File: src/rtl/regfile_dec.sv
// Register file with a one-hot write-address decoder, two registered read ports and a sticky address-error flag.
// Optional write-first forwarding on same-cycle read/write: define REGFILE_BYPASS_EN.
module regfile_dec #(
    parameter int unsigned DATA_W   = 32,
    parameter int unsigned NUM_REGS = 32,
    parameter int unsigned ADDR_W   = 5,
    parameter int unsigned ZERO_REG = 1
) (
    input  logic                clk,
    input  logic                rst_n,
    input  logic                we,
    input  logic [ADDR_W-1:0]   waddr,
    input  logic [DATA_W-1:0]   wdata,
    input  logic                re,
    input  logic [ADDR_W-1:0]   raddr_a,
    input  logic [ADDR_W-1:0]   raddr_b,
    output logic [DATA_W-1:0]   rdata_a,
    output logic [DATA_W-1:0]   rdata_b,
    output logic                rvalid,
    output logic [NUM_REGS-1:0] wr_strobe,
    output logic                addr_err,
    input  logic                err_clr
);

    localparam int unsigned IDX_W = (NUM_REGS > 1) ? $clog2(NUM_REGS) : 1;

    logic [DATA_W-1:0]   regs [NUM_REGS];
    logic [NUM_REGS-1:0] writeDec;
    logic [NUM_REGS-1:0] writeEn;
    logic                writeAcc;
    logic                errSet;
    logic [DATA_W-1:0]   rdNextA;
    logic [DATA_W-1:0]   rdNextB;

    function automatic logic inRange(input logic [ADDR_W-1:0] addr);
        return 32'(addr) < NUM_REGS;
    endfunction

    // Register 0 is hard-wired to zero when ZERO_REG is set.
    function automatic logic readOk(input logic [ADDR_W-1:0] addr);
        return inRange(addr) && !(ZERO_REG != 0 && addr == '0);
    endfunction

    // One-hot write decode; all-zero for out-of-range or the zero register.
    always_comb begin
        writeDec = '0;
        for (int unsigned i = 0; i < NUM_REGS; i++) begin
            if (waddr == ADDR_W'(i) && !(ZERO_REG != 0 && i == 0)) begin
                writeDec[IDX_W'(i)] = 1'b1;
            end
        end
    end

    assign writeAcc = we && (writeDec != '0);
    assign writeEn  = writeAcc ? writeDec : '0;
    assign errSet   = (we && !inRange(waddr)) ||
                      (re && (!inRange(raddr_a) || !inRange(raddr_b)));

    // Read data selection; out-of-range and zero-register reads return 0.
    always_comb begin
        rdNextA = '0;
        rdNextB = '0;
        if (readOk(raddr_a)) rdNextA = regs[IDX_W'(raddr_a)];
        if (readOk(raddr_b)) rdNextB = regs[IDX_W'(raddr_b)];
`ifdef REGFILE_BYPASS_EN
        if (readOk(raddr_a) && writeAcc && raddr_a == waddr) rdNextA = wdata;
        if (readOk(raddr_b) && writeAcc && raddr_b == waddr) rdNextB = wdata;
`endif
    end

    // Storage array.
    always_ff @(posedge clk or negedge rst_n) begin
        if (!rst_n) begin
            for (int unsigned i = 0; i < NUM_REGS; i++) regs[IDX_W'(i)] <= '0;
        end else begin
            for (int unsigned i = 0; i < NUM_REGS; i++) begin
                if (writeEn[IDX_W'(i)]) regs[IDX_W'(i)] <= wdata;
            end
        end
    end

    // Registered outputs.
    always_ff @(posedge clk or negedge rst_n) begin
        if (!rst_n) begin
            rdata_a   <= '0;
            rdata_b   <= '0;
            rvalid    <= 1'b0;
            wr_strobe <= '0;
            addr_err  <= 1'b0;
        end else begin
            rvalid    <= re;
            wr_strobe <= writeEn;
            if (re) begin
                rdata_a <= rdNextA;
                rdata_b <= rdNextB;
            end
            if (errSet) addr_err <= 1'b1;
            else if (err_clr) addr_err <= 1'b0;
        end
    end

endmodule

File: config.mk
export PLATFORM = sky130hd
export DESIGN_NAME = regfile_dec
export DESIGN_NICKNAME = d
export VERILOG_FILES = /design/src/rtl/regfile_dec.sv
export SDC_FILE = /design/constraint.sdc
export NUM_CORES = 2
export LEC_CHECK = 0
export CORE_MARGIN = 2
export CORE_UTILIZATION = 29
export CTS_CLUSTER_SIZE = 8
export DETAILED_ROUTE_END_ITERATION = 7
export PLACE_DENSITY = 0.46
export SYNTH_ARGS = -nofsm -noshare
export SYNTH_HDL_FRONTEND = slang
export SYNTH_SLANG_ARGS = --single-unit
File: constraint.sdc
create_clock -name clk -period 5.1 [get_ports clk]
set_clock_uncertainty 0.1 [all_clocks]
set_input_delay 1.02 -clock clk [delete_from_list [all_inputs] [get_ports clk]]
set_output_delay 1.02 -clock clk [all_outputs]
set_load 0.02 [all_outputs]
# Word-level counts from Yosys, hierarchy flattened
# Index checks and enable logic that the tools add are counted.
classes:
  n_addsub: 0
  mux: 40
  div_mod_pow: 0
  shifts: 0
  order_cmp: 2
  eq_ne: 31
  n_reduce_logical: 4
  n_bitwise: 2
  mul: 0
op_table:
  columns: ["operator", "count"]
  rows:
  - ["$bmux 32 s5", 2]
  - ["$mux 32", 7]
  - ["$eq 5x5->1 const B", 16]
  - ["$eq 5x4->1 const B", 8]
  - ["$reduce_bool 32->1", 1]
  - ["$mux 1", 31]
  - ["$eq 5x3->1 const B", 4]
  - ["$ge 6x6->1 const B", 2]
  - ["$not 5->6", 2]
  - ["$eq 5x2->1 const B", 2]
  - ["$logic_not 5->1", 2]
  - ["$eq 5x1->1 const B", 1]
  - ["$logic_and 1x1->1", 1]
word_totals:
  latchBits: 0
  memories: 0
  input_bits: 52
  mem_bits_rw: 0
  out_inout_bits: 98
  wordCells: 115
  regBits: 1121
  romBits: 0

# Longest topological paths before layout
depth:
  ltp_word: 5
  depth_mapped: 11
  mapped_depth_nobuf: 5

# Worst setup path before layout
# OpenSTA, ideal clock, no wires.
synth_path:
  path_kind: "input port to flip-flop"
  startpoint: "input port raddr_a[0]"
  endpoint: "register rdata_a[10]"
  t_required_ps: 4873
  t_arrival_ps: 2838
  setup_ps: 127
  setup_slack_ps: 2035
  n_path_buf: 2
  path_stages: 6
  path_cell_list: "buf_2 -> buf_1 -> mux4_2 -> mux4_2 -> nand3_1 -> nand3_1"
synth_via:
  elab_chain_len: 5
  elab_cells_between_ends: 6
synth_lines:
  columns: ["item", "line_no", "source"]
  rows:
  - ["start, declared", "15", "input logic [ADDR_W-1:0] raddr_a,"]
  - ["$not 5->6 (implied by the code)", "63", "if (readOk(raddr_a)) rdNextA = regs[IDX_W'(raddr_a)];"]
  - ["$bmux 32 s5", "63", null]
  - ["$mux 32 (implied by the code) (2 in a row)", "63", null]
  - ["$mux 32 (*)", "63", null]
  - ["end signal, assigned", "94", "rdata_a <= rdNextA;"]
  - ["end, declared", "17", "output logic [DATA_W-1:0] rdata_a,"]
# Every way passes the cells marked *; elsewhere a longest branch is shown, timed or not. The select of a mux whose other input is x is not followed.
# A chain may end at the register's enable or synchronous reset.

# Worst setup path in the final report
layout_path:
  startpoint: "input port we"
  endpoint: "register regs[976] (netlist name)"
layout_via:
  elab_chain_len: 2
layout_lines:
  columns: ["item", "line_no", "source"]
  rows:
  - ["start, declared", "11", "input logic we,"]
  - ["$logic_and 1x1->1", "54", "assign writeAcc = we && (writeDec != '0);"]
  - ["$mux 32", "55", "assign writeEn = writeAcc ? writeDec : '0;"]
  - ["end signal, assigned by index", "77", "if (writeEn[IDX_W'(i)]) regs[IDX_W'(i)] <= wdata;"]
  - ["end, declared", "27", "logic [DATA_W-1:0] regs [NUM_REGS];"]
# No other way between the ends.

==> summary.md <==
| Metric | Value |
|---|---|
| CP startpoint kind | `input pin` |
| Non-Filler Instances | `6,472` |
| Post-Syn Instances | `3,911` |
| Most frequent cells in the layout | `1,088 x dfrtp_1, 992 x mux2_2, 462 x mux4_2, 358 x nand2_1, 159 x clkbuf_16` |
| Top Ports | `150` |
| CTS sink cnt | `1,088` |
| Flop-to-flop setup slack | `3.08 ns` |
| First-pass DRT Iterations | `5` |
| Top_reg_cell synth | `dfrtp_1` |
| Dpl cells | `6,292` |
| Share of layout cells above drive strength 1 | `46.4%` |
| Die height | `444 µm` |
| Max-slew headroom | `15.8%` |
| Synth top area share | `48.5%` |
| Final ANT Viol Nets | `0` |
| Pwr dens | `405 nW/µm²` |
| Arr. time, crit path | `4.01 ns` |
| Crit end category | `flip-flop` |
| HP Start | `rdata_b[18]` |
| Sequential share of the synthesized area | `48.5%` |
| Placed Area | `60,600 µm²` |
| Syn_area_per_cell | `14.3 µm²` |
| First-pass GRT wire length | `285,000 µm` |
| Fill cells | `18,554` |
| Ys Warns | `0` |
| Die W | `444 µm` |
| RSZ-0062 raised after global routing | `no` |
| # DRC | `0` |
| Critical path type | `in2reg` |
| Detailed Route Iter0 Violations | `2,484` |
| Reg clk slew, reported paths | `0.05 ns` |
| Via count | `35,637` |
| Max IR drop VDD | `0.315 mV` |
| FF-to-FF End | `rdata_b[5]` |
| WP data required | `5.66 ns` |
| Largest net degree at the start of global routing | `147` |
| TritonCTS clock tree | `done` |
| Fin crit period | `3.44 ns` |
| Hold WS | `0.390 ns` |
| Reg2reg path depth | `5` |
| Clk buf depth | `3` |
| WL/cell | `30.3 µm` |
| Area leader, netlist | `dfrtp_1` |
| Worst reg2reg startpoint | `regs[37]` |
| CTS Buf Count | `155` |
| Commonest non-fill, non-tap cell in the layout | `dfrtp_1` |
| Hold EP | `rdata_b[18]` |
| Vias per inst | `5.51` |
| Ratio of final minimum period to clock period | `67.5%` |
| Worst slack, placed | `0.907 ns` |
| Post-CTS Setup Bufs | `0` |
| Die ar. | `197,000 µm²` |
| Routed WL | `196,000 µm` |
| Nets@finish | `3,976` |
| Max frequency | `0.291 GHz` |
| Row count | `161` |
| Fin area | `64,900 µm²` |
| Worst hold path stage count | `1` |
| Hold Vio Cnt, Final | `0` |
| Setup violators final | `0` |
| Setup TNS | `0 ns` |
| DP HPWL | `114,000 µm` |
| Worst-path fanout max | `22` |
| Root buf cell | `clkbuf_16` |
| Core box area | `192,000 µm²` |
| Vias in the first global route | `38,002` |
| #FFs+latches synth | `1,088` |
| Clock Latency Late Sink | `0.80 ns` |
| Netlist cell types | `41` |
| Post-synth EDFFs | `0` |
| MaxCap Viol Count | `0` |
| Total Power | `26.3 mW` |
| GPL Wtd Cong | `0.765` |
| Initial antenna violation count | `16` |
| Starting Density | `29.2%` |
| Status | `finished, final reports clean` |
| H-Tree Level Count | `4` |
| Post-route core utilization | `33.8%` |
| Largest cells by area after synthesis | `dfrtp_1 49%, mux2_2 20%, mux4_2 19%` |
| Total gr overflow | `0` |
| Asr flop ratio synth | `100%` |
| Number of input and output port buffers inserted | `146` |
| Worst Tran Pin Value | `1.26 ns` |
| Worst setup margin | `1.66 ns` |
| Max Slew Vio Count | `0` |
| Leakage power | `27.7 nW` |
| Post-CTS sizing | `0` |
| All-layer global routing usage | `20.0%` |
| Mapped cell area | `56,100 µm²` |
| Worst min path class | `reg2reg` |
| Syn-to-layout area delta | `15.7%` |
[critical path, stage by stage]
cell             delay (ns)
clkdlybuf4s50_1        0.61
nor2b_1                0.30
nor3b_1                0.66
nand2_2                0.52
buf_4                  0.50
mux2_2                 0.36
[per-layer routing]
layer	global-route usage [%]	vias up	share of wire (%)
li1	-	14826	-
met1	26.9	19618	44
met2	32.9	873	49
met3	3.16	316	4.2
met4	6.57	4	3.2
met5	0	-	0.012
[how the worst max path moves through the flow]
stage                from          end  slack (ns)  cells after the start
6_report               we    regs[976]        1.66                      6
5_1_grt                we    regs[978]        1.62                      6
4_1_cts                we    regs[929]        1.75                      6
3_5_place_dp           we    regs[987]        0.91                      6
3_3_place_gp           we    regs[987]        0.93                      6
2_1_floorplan  raddr_a[0]  rdata_a[10]        2.03                      6
[logic make-up (layout without fill, tap and decap cells)]
logic type | Yosys count | in the layout | synth area share (%)
other | 1 | 4 | 0.00668
flip-flops | 1088 | 1088 | 48.5
buffers and inverters | 432 | 464 | 3.33
AND/OR/NAND/NOR | 568 | 568 | 4.42
AO/OA/AOI/OAI | 332 | 332 | 4.64
multiplexers | 1490 | 1490 | 39.1
[synthesized netlist by cell type (3+ instances only)]
cell type and count:
dfrtp_1 1088, mux2_2 992, mux4_2 462, nand2_1 370, clkbuf_1 266, a22oi_1 110, nand3_1 69, buf_1 61
buf_2 59, nor2b_1 49, mux2i_1 36, a21oi_1 34, a221oi_1 34, o21ai_0 32, a211o_1 31, or3_1 30
a221oi_2 25, a22o_1 25, a31oi_1 25, nor2_1 24, inv_1 19, buf_6 14, buf_4 11, a32oi_1 5
and2_1 5, nor3_1 5, nand2b_1 4, nand4_1 4, o22ai_1 4, nor4_1 3
[flip-flops by register name, indices dropped and copies added (netlist names)]
| signal | flops |
|---|---|
| regs | 992 |
| rdata_a | 32 |
| rdata_b | 32 |
| wr_strobe | 31 |
| rvalid | 1 |
[cell type report]
| cell class | count | area, µm² | area share [%] |
|---|---|---|---|
| flip-flops and latches | 1088 | 27200 | 41.9 |
| repair buffers | 268 | 2900 | 4.46 |
| diodes | 2 | 5.00 | 0.00771 |
| clock buffers | 162 | 3990 | 6.14 |
| well taps | 2526 | 3160 | 4.87 |
| inverters | 19 | 73.8 | 0.114 |
| clock inverters | 15 | 308 | 0.474 |
| multi-input cells | 2392 | 27300 | 42.0 |
[report_power, final]
group          switching [mW]  total, mW  internal, mW  leakage, nW
Combinational            2.09       5.17          3.08         11.6
Sequential               1.23       11.5          10.3         14.0
Clock                    4.02       9.60          5.58         2.10
Total                    7.34       26.3          19.0         27.7
[what timing repair did]
item | in CTS | in global routing
hold endpoints to repair | 1 | 0
endpoints found under the setup margin | 0 | 0
hold buffers | 1 | 0
(Power assumes the default switching activity.)
